[config.mk]
export PLATFORM = sky130hd
export DESIGN_NAME = multicycle_sequencer
export DESIGN_NICKNAME = d
export VERILOG_FILES = /design/src/rtl/multicycle_sequencer.sv
export SDC_FILE = /design/constraint.sdc
export NUM_CORES = 1
export LEC_CHECK = 0
export CORE_AREA = 2 2 53 55
export CTS_CLUSTER_DIAMETER = 80
export DETAILED_ROUTE_END_ITERATION = 16
export DIE_AREA = 0 0 55 57
export PLACE_DENSITY = 0.93
export SLEW_MARGIN = 15
export SYNTH_ARGS = -nofsm -noshare
export SYNTH_HDL_FRONTEND = slang
export SYNTH_SLANG_ARGS = --single-unit
[constraint.sdc]
create_clock -name CLK -period 4.1 [get_ports CLK]
set_input_delay 0.82 -clock CLK [delete_from_list [all_inputs] [get_ports CLK]]
set_output_delay 0.82 -clock CLK [all_outputs]
set_load 0.005 [all_outputs]
[src/rtl/multicycle_sequencer.sv]
// Multicycle control FSM for the ARM-subset core: fetch/decode/execute/memory/writeback
// sequencing, NZCV flags, condition evaluation. Optional memory wait states: SEQ_MEM_WAIT_EN.
module multicycle_sequencer (
  input  logic        CLK,
  input  logic        RST,
  input  logic [31:0] Instr,
  input  logic [3:0]  ALUFlags,
  input  logic        MemReady,
  output logic        PCWrite,
  output logic        IRWrite,
  output logic        RegWrite,
  output logic        MemWrite,
  output logic        AdrSrc,
  output logic [1:0]  ALUSrcA,
  output logic [1:0]  ALUSrcB,
  output logic [1:0]  ResultSrc,
  output logic [1:0]  ALUOp,
  output logic [3:0]  Flags,
  output logic [3:0]  State,
  output logic        Illegal
);

  typedef enum logic [3:0] {
    S_FETCH  = 4'd0,
    S_DECODE = 4'd1,
    S_MEMADR = 4'd2,
    S_MEMRD  = 4'd3,
    S_MEMWB  = 4'd4,
    S_MEMWR  = 4'd5,
    S_EXECR  = 4'd6,
    S_EXECI  = 4'd7,
    S_ALUWB  = 4'd8,
    S_BRANCH = 4'd9
  } state_t;

  state_t     state_q, state_d;
  logic       condex_q, condex_d;
  logic [3:0] flags_q, flags_d;
  logic       cond_ok;
  logic       mem_ready;

  logic [3:0] cond;
  logic [1:0] op;
  logic [5:0] funct;
  assign cond  = Instr[31:28];
  assign op    = Instr[27:26];
  assign funct = Instr[25:20];

  logic unused_instr;
  assign unused_instr = ^{Instr[19:0]};

`ifdef SEQ_MEM_WAIT_EN
  assign mem_ready = MemReady;
`else
  logic unused_mem_ready;
  assign unused_mem_ready = MemReady;
  assign mem_ready = 1'b1;
`endif

  // Flags bit order is {N,Z,C,V}.
  always_comb begin
    cond_ok = 1'b0;
    case (cond)
      4'b0000: cond_ok = flags_q[2];
      4'b0001: cond_ok = ~flags_q[2];
      4'b0010: cond_ok = flags_q[1];
      4'b0011: cond_ok = ~flags_q[1];
      4'b0100: cond_ok = flags_q[3];
      4'b0101: cond_ok = ~flags_q[3];
      4'b0110: cond_ok = flags_q[0];
      4'b0111: cond_ok = ~flags_q[0];
      4'b1000: cond_ok = flags_q[1] & ~flags_q[2];
      4'b1001: cond_ok = ~flags_q[1] | flags_q[2];
      4'b1010: cond_ok = (flags_q[3] == flags_q[0]);
      4'b1011: cond_ok = (flags_q[3] != flags_q[0]);
      4'b1100: cond_ok = ~flags_q[2] & (flags_q[3] == flags_q[0]);
      4'b1101: cond_ok = flags_q[2] | (flags_q[3] != flags_q[0]);
      4'b1110: cond_ok = 1'b1;
      default: cond_ok = 1'b0;
    endcase
  end

  always_comb begin
    state_d  = state_q;
    condex_d = condex_q;
    flags_d  = flags_q;
    case (state_q)
      S_FETCH:  if (mem_ready) state_d = S_DECODE;
      S_DECODE: begin
        condex_d = cond_ok;
        if (!cond_ok || op == 2'b11) state_d = S_FETCH;
        else if (op == 2'b01)        state_d = S_MEMADR;
        else if (op == 2'b10)        state_d = S_BRANCH;
        else if (funct[5])           state_d = S_EXECI;
        else                         state_d = S_EXECR;
      end
      S_MEMADR: state_d = funct[0] ? S_MEMRD : S_MEMWR;
      S_MEMRD:  if (mem_ready) state_d = S_MEMWB;
      S_MEMWB:  state_d = S_FETCH;
      S_MEMWR:  if (mem_ready) state_d = S_FETCH;
      S_EXECR, S_EXECI: begin
        if (funct[0] && condex_q) flags_d = ALUFlags;
        state_d = S_ALUWB;
      end
      S_ALUWB:  state_d = S_FETCH;
      S_BRANCH: state_d = S_FETCH;
      default:  state_d = S_FETCH;
    endcase
  end

  always_ff @(posedge CLK or posedge RST) begin
    if (RST) begin
      state_q  <= S_FETCH;
      condex_q <= 1'b0;
      flags_q  <= 4'b0000;
    end else begin
      state_q  <= state_d;
      condex_q <= condex_d;
      flags_q  <= flags_d;
    end
  end

  // Moore decode; write enables are additionally killed while reset is held.
  always_comb begin
    PCWrite   = 1'b0;
    IRWrite   = 1'b0;
    RegWrite  = 1'b0;
    MemWrite  = 1'b0;
    AdrSrc    = 1'b0;
    ALUSrcA   = 2'b00;
    ALUSrcB   = 2'b00;
    ResultSrc = 2'b00;
    ALUOp     = 2'b00;
    Illegal   = 1'b0;
    case (state_q)
      S_FETCH: begin
        IRWrite   = mem_ready;
        PCWrite   = mem_ready;
        ALUSrcA   = 2'b01;
        ALUSrcB   = 2'b10;
        ResultSrc = 2'b10;
      end
      S_DECODE: begin
        ALUSrcA = 2'b01;
        ALUSrcB = 2'b10;
        Illegal = (op == 2'b11);
      end
      S_MEMADR: ALUSrcB = 2'b01;
      S_MEMRD:  AdrSrc = 1'b1;
      S_MEMWB: begin
        ResultSrc = 2'b01;
        RegWrite  = condex_q;
      end
      S_MEMWR: begin
        AdrSrc   = 1'b1;
        MemWrite = condex_q & mem_ready;
      end
      S_EXECR: ALUOp = 2'b10;
      S_EXECI: begin
        ALUSrcB = 2'b01;
        ALUOp   = 2'b10;
      end
      S_ALUWB:  RegWrite = condex_q & (funct[4:1] != 4'b1010);
      S_BRANCH: begin
        ALUSrcA   = 2'b10;
        ALUSrcB   = 2'b01;
        ResultSrc = 2'b10;
        PCWrite   = 1'b1;
      end
      default: ;
    endcase
    if (RST) begin
      PCWrite  = 1'b0;
      IRWrite  = 1'b0;
      RegWrite = 1'b0;
      MemWrite = 1'b0;
      Illegal  = 1'b0;
    end
  end

  assign Flags = flags_q;
  assign State = state_q;

endmodule

==> metrics, run 1 <==
CTS Buffer Depth 2; TritonCTS Buffers 3; Remaining DRCs 0; Clock Skew roughly 1.1 ps; die width 55 um; Syn Nets between 150 and 200; endpoints failing setup 0; CP startpoint RST; grt ovf 0; DIE AREA 3140 um^2; worst reg2reg path startpoint State[1]; CTS Hold Bufs 0; TNS Setup 0 ps; Fin. Hold Viols 0; worst skew pair latency about 260 ps; CP Cell Sequence clkdlybuf4s50_1 > inv_1 > and4_1 > clkdlybuf4s50_1; wire length per cell 14.1 um; slowest cell delay on critical path slightly above 500 ps; Max Slew Vio Count 0; Initial Utilization 0.372; Ys Warns 0; clock-pin slew on the worst setup and hold paths about 60 ps; crit path DAT about 2400 ps; DR iter-0 viols 22; remaining antenna violation count after routing 0; Hold Crit Class reg2reg; Post-DP HPWL 2.06 mm; main flop type after synthesis dfrtp_1; Simple-Gate Fraction of Synth Area 0.356; RSZ-0062 raised after global routing no; PD cells between 500 and 600 nW/um^2; Critical-path top delay cell clkdlybuf4s50_1; Syn Area/Cell 8.04 um^2; total track usage 0.179; CTS tree yes; leakage between 0.0005 and 0.0006 uW; critical path's most frequent cell clkdlybuf4s50_1; Worst path depth 4; input/output buffers 38; outcome finished clean; synth top area cells dfrtp_1 23%, ha_1 5.1%, nor2_1 3.9%; Worst Path Required 3280 ps; htree depth 1; Crit Path Max Fanout 10; DR vias around 1000; Cells after Synth between 100 and 150; pin count of the biggest net entering global routing 14; Reg2Reg Setup Slack 2120 ps; fraction of layout cells with a size suffix above 1 0.0596; PostCTS Resize Cnt 0; total routed wirelength 2.56 mm; crit start category input port; endpoint class of the critical path output port; Core Rows 19; r2r endpoint State[0]; Die H roughly 57 um; first-pass GRT wire length 4.20 mm; IO Pins 61; Pre-Repair DR Iteration Count 4; post-layout power 691 uW; number of global-route vias before repair ~960; cell taking the most area after synthesis dfrtp_1; max-cap violations 0; antenna cells 0; Critical Path End RegWrite; ys async rst share 1.00; Post-Syn Area ~970 um^2; Root Driver clkbuf_4; Nets ~200; worst reg-to-reg path cell count 5; initial antenna violation count 0; VDD IR max ~0.26 mV; post-synthesis compound-gate area fraction 0.168; Post-synth EDFFs 0; Vias/cell around 5.7; fill count 260; largest family of logic cells by synthesized area simple AND/OR/NAND/NOR gates; top cell type's share of synthesized area 0.231; kind of critical path in2out; Post-Synth XOR/XNOR Area 0.0450; Seq cells post-synth 9; Tcrit/Tclk final 0.784; Top Family by Delay on Critical Path buffers and inverters; mux cell area share after synthesis 0.0450; Synth Area in Adders 0.0514; Yosys cell types 46; CP bufs+invs 3; core footprint 2620 um^2; sequential share of the synthesized area 0.231; Final GP Congestion ~0.79; Max Fclk between 300 and 400 MHz; clock sink count 9; Area Growth Syn to Fin 38.6%; minimum clock period 3210 ps; Post-CTS Repair Setup Buffers 0
-- Yosys cell counts, types with 2 or more instances --
master / n
inv_1: 6
xnor2_1: 2
a32oi_1: 3
ha_1: 4
a21oi_1: 4
nor3_1: 5
o211ai_1: 3
nor4b_1: 2
nand3_1: 5
and3_1: 3
o21ai_0: 4
buf_4: 2
nor2_1: 10
nand2_1: 7
buf_6: 2
buf_2: 2
mux2_1: 3
dfrtp_1: 9
nand2b_1: 2
nor3b_1: 5
nor2b_1: 4
and4_1: 2
xor2_1: 3
o311ai_1: 2
clkbuf_1: 6
-- area by class of cell --
cell class,count,area (um^2),area share
clock buffers,4,26.3,0.0195
inverters,7,26.3,0.0195
multi-input cells,93,652,0.483
repair buffers,38,380,0.282
well taps,31,38.8,0.0288
flip-flops and latches,9,225,0.167
-- cells in the final DEF, fill, tap and decap left out, types with 4 or more instances in the layout --
master / n
nor3b_1: 5
dfrtp_1: 9
ha_1: 4
nand2_1: 7
nor2b_1: 4
clkdlybuf4s50_1: 38
nor3_1: 5
o21ai_0: 4
nand3_1: 5
inv_1: 6
a21oi_1: 4
nor2_1: 10
-- worst min path at each step --
stage                         from  endpoint  cells after the start
after global routing      Flags[1]  Flags[1]                      1
after global placement    Flags[2]  Flags[2]                      1
after CTS                 Flags[1]  Flags[1]                      1
after detailed placement  Flags[1]  Flags[1]                      1
after floorplan           condex_q  condex_q                      2
final                     Flags[1]  Flags[1]                      1
-- power by group --
| part | switching [uW] | internal (uW) | total [uW] |
|---|---|---|---|
| Combinational | 180 | 248 | 428 |
| Sequential | 73.4 | 122 | 196 |
| Clock | 29.7 | 37.4 | 67.1 |
-- sequential cells by signal, summed over array words and instances (netlist names) --
register and count:
condex_q 1, State 4, Flags 4
-- worst reg2reg max path, cell delays in order (launching register included) --
cell,delay [ps]
dfrtp_1,510
or4b_4,650
or3_4,380
nor3_2,170
a22oi_1,100
nand3b_1,100
-- kinds of logic after synthesis --
family,Yosys count
and+or+nand+nor,56
AOI/OAI and AO/OA,23
buffers and inverters,19
DFF,9
xor gates and xnor gates,5
adders and majority gates,4
muxes,4
other,1
-- per-layer routing --
metal / share of wire / vias up / wire length, um / track usage
met5: 0 / - / 0 / 0
met4: 0.021 / 0 / 54 / 0.101
met3: 0.060 / 6 / 154 / 0.0209
met2: 0.51 / 49 / 1300 / 0.298
met1: 0.41 / 481 / 1050 / 0.217
li1: - / 499 / - / -
-- metrics by stage --
stage          hold slack, ps   util  cells  worst slack [ps]  area [um^2]
4_1_cts                   614  0.516    182               863         1350
5_1_grt                   653  0.516    182               746         1350
3_3_place_gp              586  0.506    178               902         1320
3_5_place_dp              600  0.506    178               873         1320
6_report                  604  0.516    182               885         1350
2_1_floorplan             553      -    121              1910          973
No activity file was read; power rests on OpenSTA's default activity.
==> run 2: changes to the inputs <==
CORE_AREA = 2 2 80 44   (was 2 2 53 55)
DIE_AREA = 0 0 82 46   (was 0 0 55 57)
PLACE_DENSITY = 0.84   (was 0.93)
clock period = 2.6 ns   (was 4.1 ns; I/O delays follow)
==> metrics, run 2 (same netlist as run 1, synthesis figures left out) <==
worst reg-to-reg path cell count 6; wire length per cell between 10 and 15 um; total routed wirelength about 2.6 mm; endpoints failing setup 0; Vias/cell ~5; outcome finished clean; PD cells 826 nW/um^2; Die H about 46 um; Clock Skew about 1.1 ps; crit path DAT about 2000 ps; antenna cells 0; Core Rows 15; die width ~82 um; remaining antenna violation count after routing 0; fraction of layout cells with a size suffix above 1 0.0955; most frequent cells in the layout 38 x clkdlybuf4s50_1, 10 x nor2_1, 9 x dfrtp_1; Nets about 200; fill count between 300 and 400; input/output buffers 38; kind of critical path in2out; Final GP Congestion slightly above 0.9; crit start category input port; initial antenna violation count 0; CTS Hold Bufs 0; Post-CTS Repair Setup Buffers 0; Initial Utilization 0.309; WHS Path Cells 2; DR vias ~1000; max-cap violations 0; leakage between 0.0005 and 0.0006 uW; first-pass GRT wire length ~4 mm; grt ovf 0; met1 usage 0.244; met2 usage 0.172; worst slack at placement ~74 ps; busiest grt layer met1; DR iter-0 viols 30; minimum clock period around 2500 ps; htree depth 1; Post-DP HPWL 2.12 mm; CTS tree yes; Fin. Hold Viols 0; IO Pins 61; Remaining DRCs 0; Max Slew Vio Count 0; PostCTS Resize Cnt 0; Tcrit/Tclk final 0.969; clock sink count 9; core footprint between 3000 and 4000 um^2; leading cell type in the layout, fill and taps excluded clkdlybuf4s50_1; Worst Path Required 2080 ps; VDD IR max 0.418 mV; Final WS setup approximately 80 ps; number of global-route vias before repair 810; worst skew pair latency ~230 ps; Pre-Repair DR Iteration Count 4; clock-pin slew on the worst setup and hold paths around 40 ps; Max Fclk around 400 MHz; Crit Path Max Fanout 5; CTS Buffer Depth 2; TritonCTS Buffers 3; pin count of the biggest net entering global routing 13; global routing usage on met3 0.0317; Root Driver clkbuf_8; RSZ-0062 raised after global routing no; TNS Setup 0 ps; DIE AREA 3770 um^2; total track usage 0.143; endpoint class of the critical path output port; Hold Crit Class reg2reg; Area Growth Syn to Fin 46.5%
run 2: cell types whose count changed in the layout (fill, tap and decap cells not counted):
cell      before  now
buf_4          0    6
clkbuf_4       3    0
clkbuf_8       0    3
run 2: worst paths after layout:
check                         start        to  slack (ps)
max in group asynchronous       RST  Flags[1]        1700
setup reg to reg           State[3]  Flags[3]         750
hold / removal             condex_q  condex_q         620
setup / recovery                RST  MemWrite          80
hold reg to reg            condex_q  condex_q         620
min in group asynchronous       RST  State[2]         770
run 2: report_power, final:
part	internal [uW]	switching [uW]	leakage (uW)
Combinational	422	341	0.000440
Sequential	194	63.5	0.000115
Clock	107	52.1	0.0000228
run 2: metrics by stage:
step | area, um^2 | cells | hold slack, ps | power, uW | util
after floorplan | 973 | 121 | 353 | 698 | -
after global placement | 1380 | 195 | 603 | 1010 | 0.438
after detailed placement | 1380 | 195 | 611 | 1020 | 0.438
after CTS | 1430 | 199 | 620 | 1180 | 0.452
after global routing | 1430 | 199 | 649 | 1280 | 0.452
final | 1430 | 199 | 622 | 1180 | 0.452
run 2: cell type report:
class                      instances  area, um^2  area share
tap                               42        52.6      0.0368
sequential                         9         225       0.158
timing repair buffer              44         425       0.298
clock buffer                       4        45.0      0.0316
multi-input combinational         93         652       0.457
inverter                           7        26.3      0.0184
run 2: per-layer routing:
metal,up-vias,part of all wire
li1,510,-
met1,454,0.52
met2,32,0.39
met3,2,0.081
met4,0,0.0019
met5,-,0
run 2: critical path: stages:
cell             delay (ps)
clkdlybuf4s50_1         530
nor4b_1                 380
clkdlybuf4s50_1         570
==> run 3: changes to the inputs <==
TNS_END_PERCENT = 10   (was not set)
==> results of run 3 <==
Final layout, timing and power as in run 2 (identical DEF).
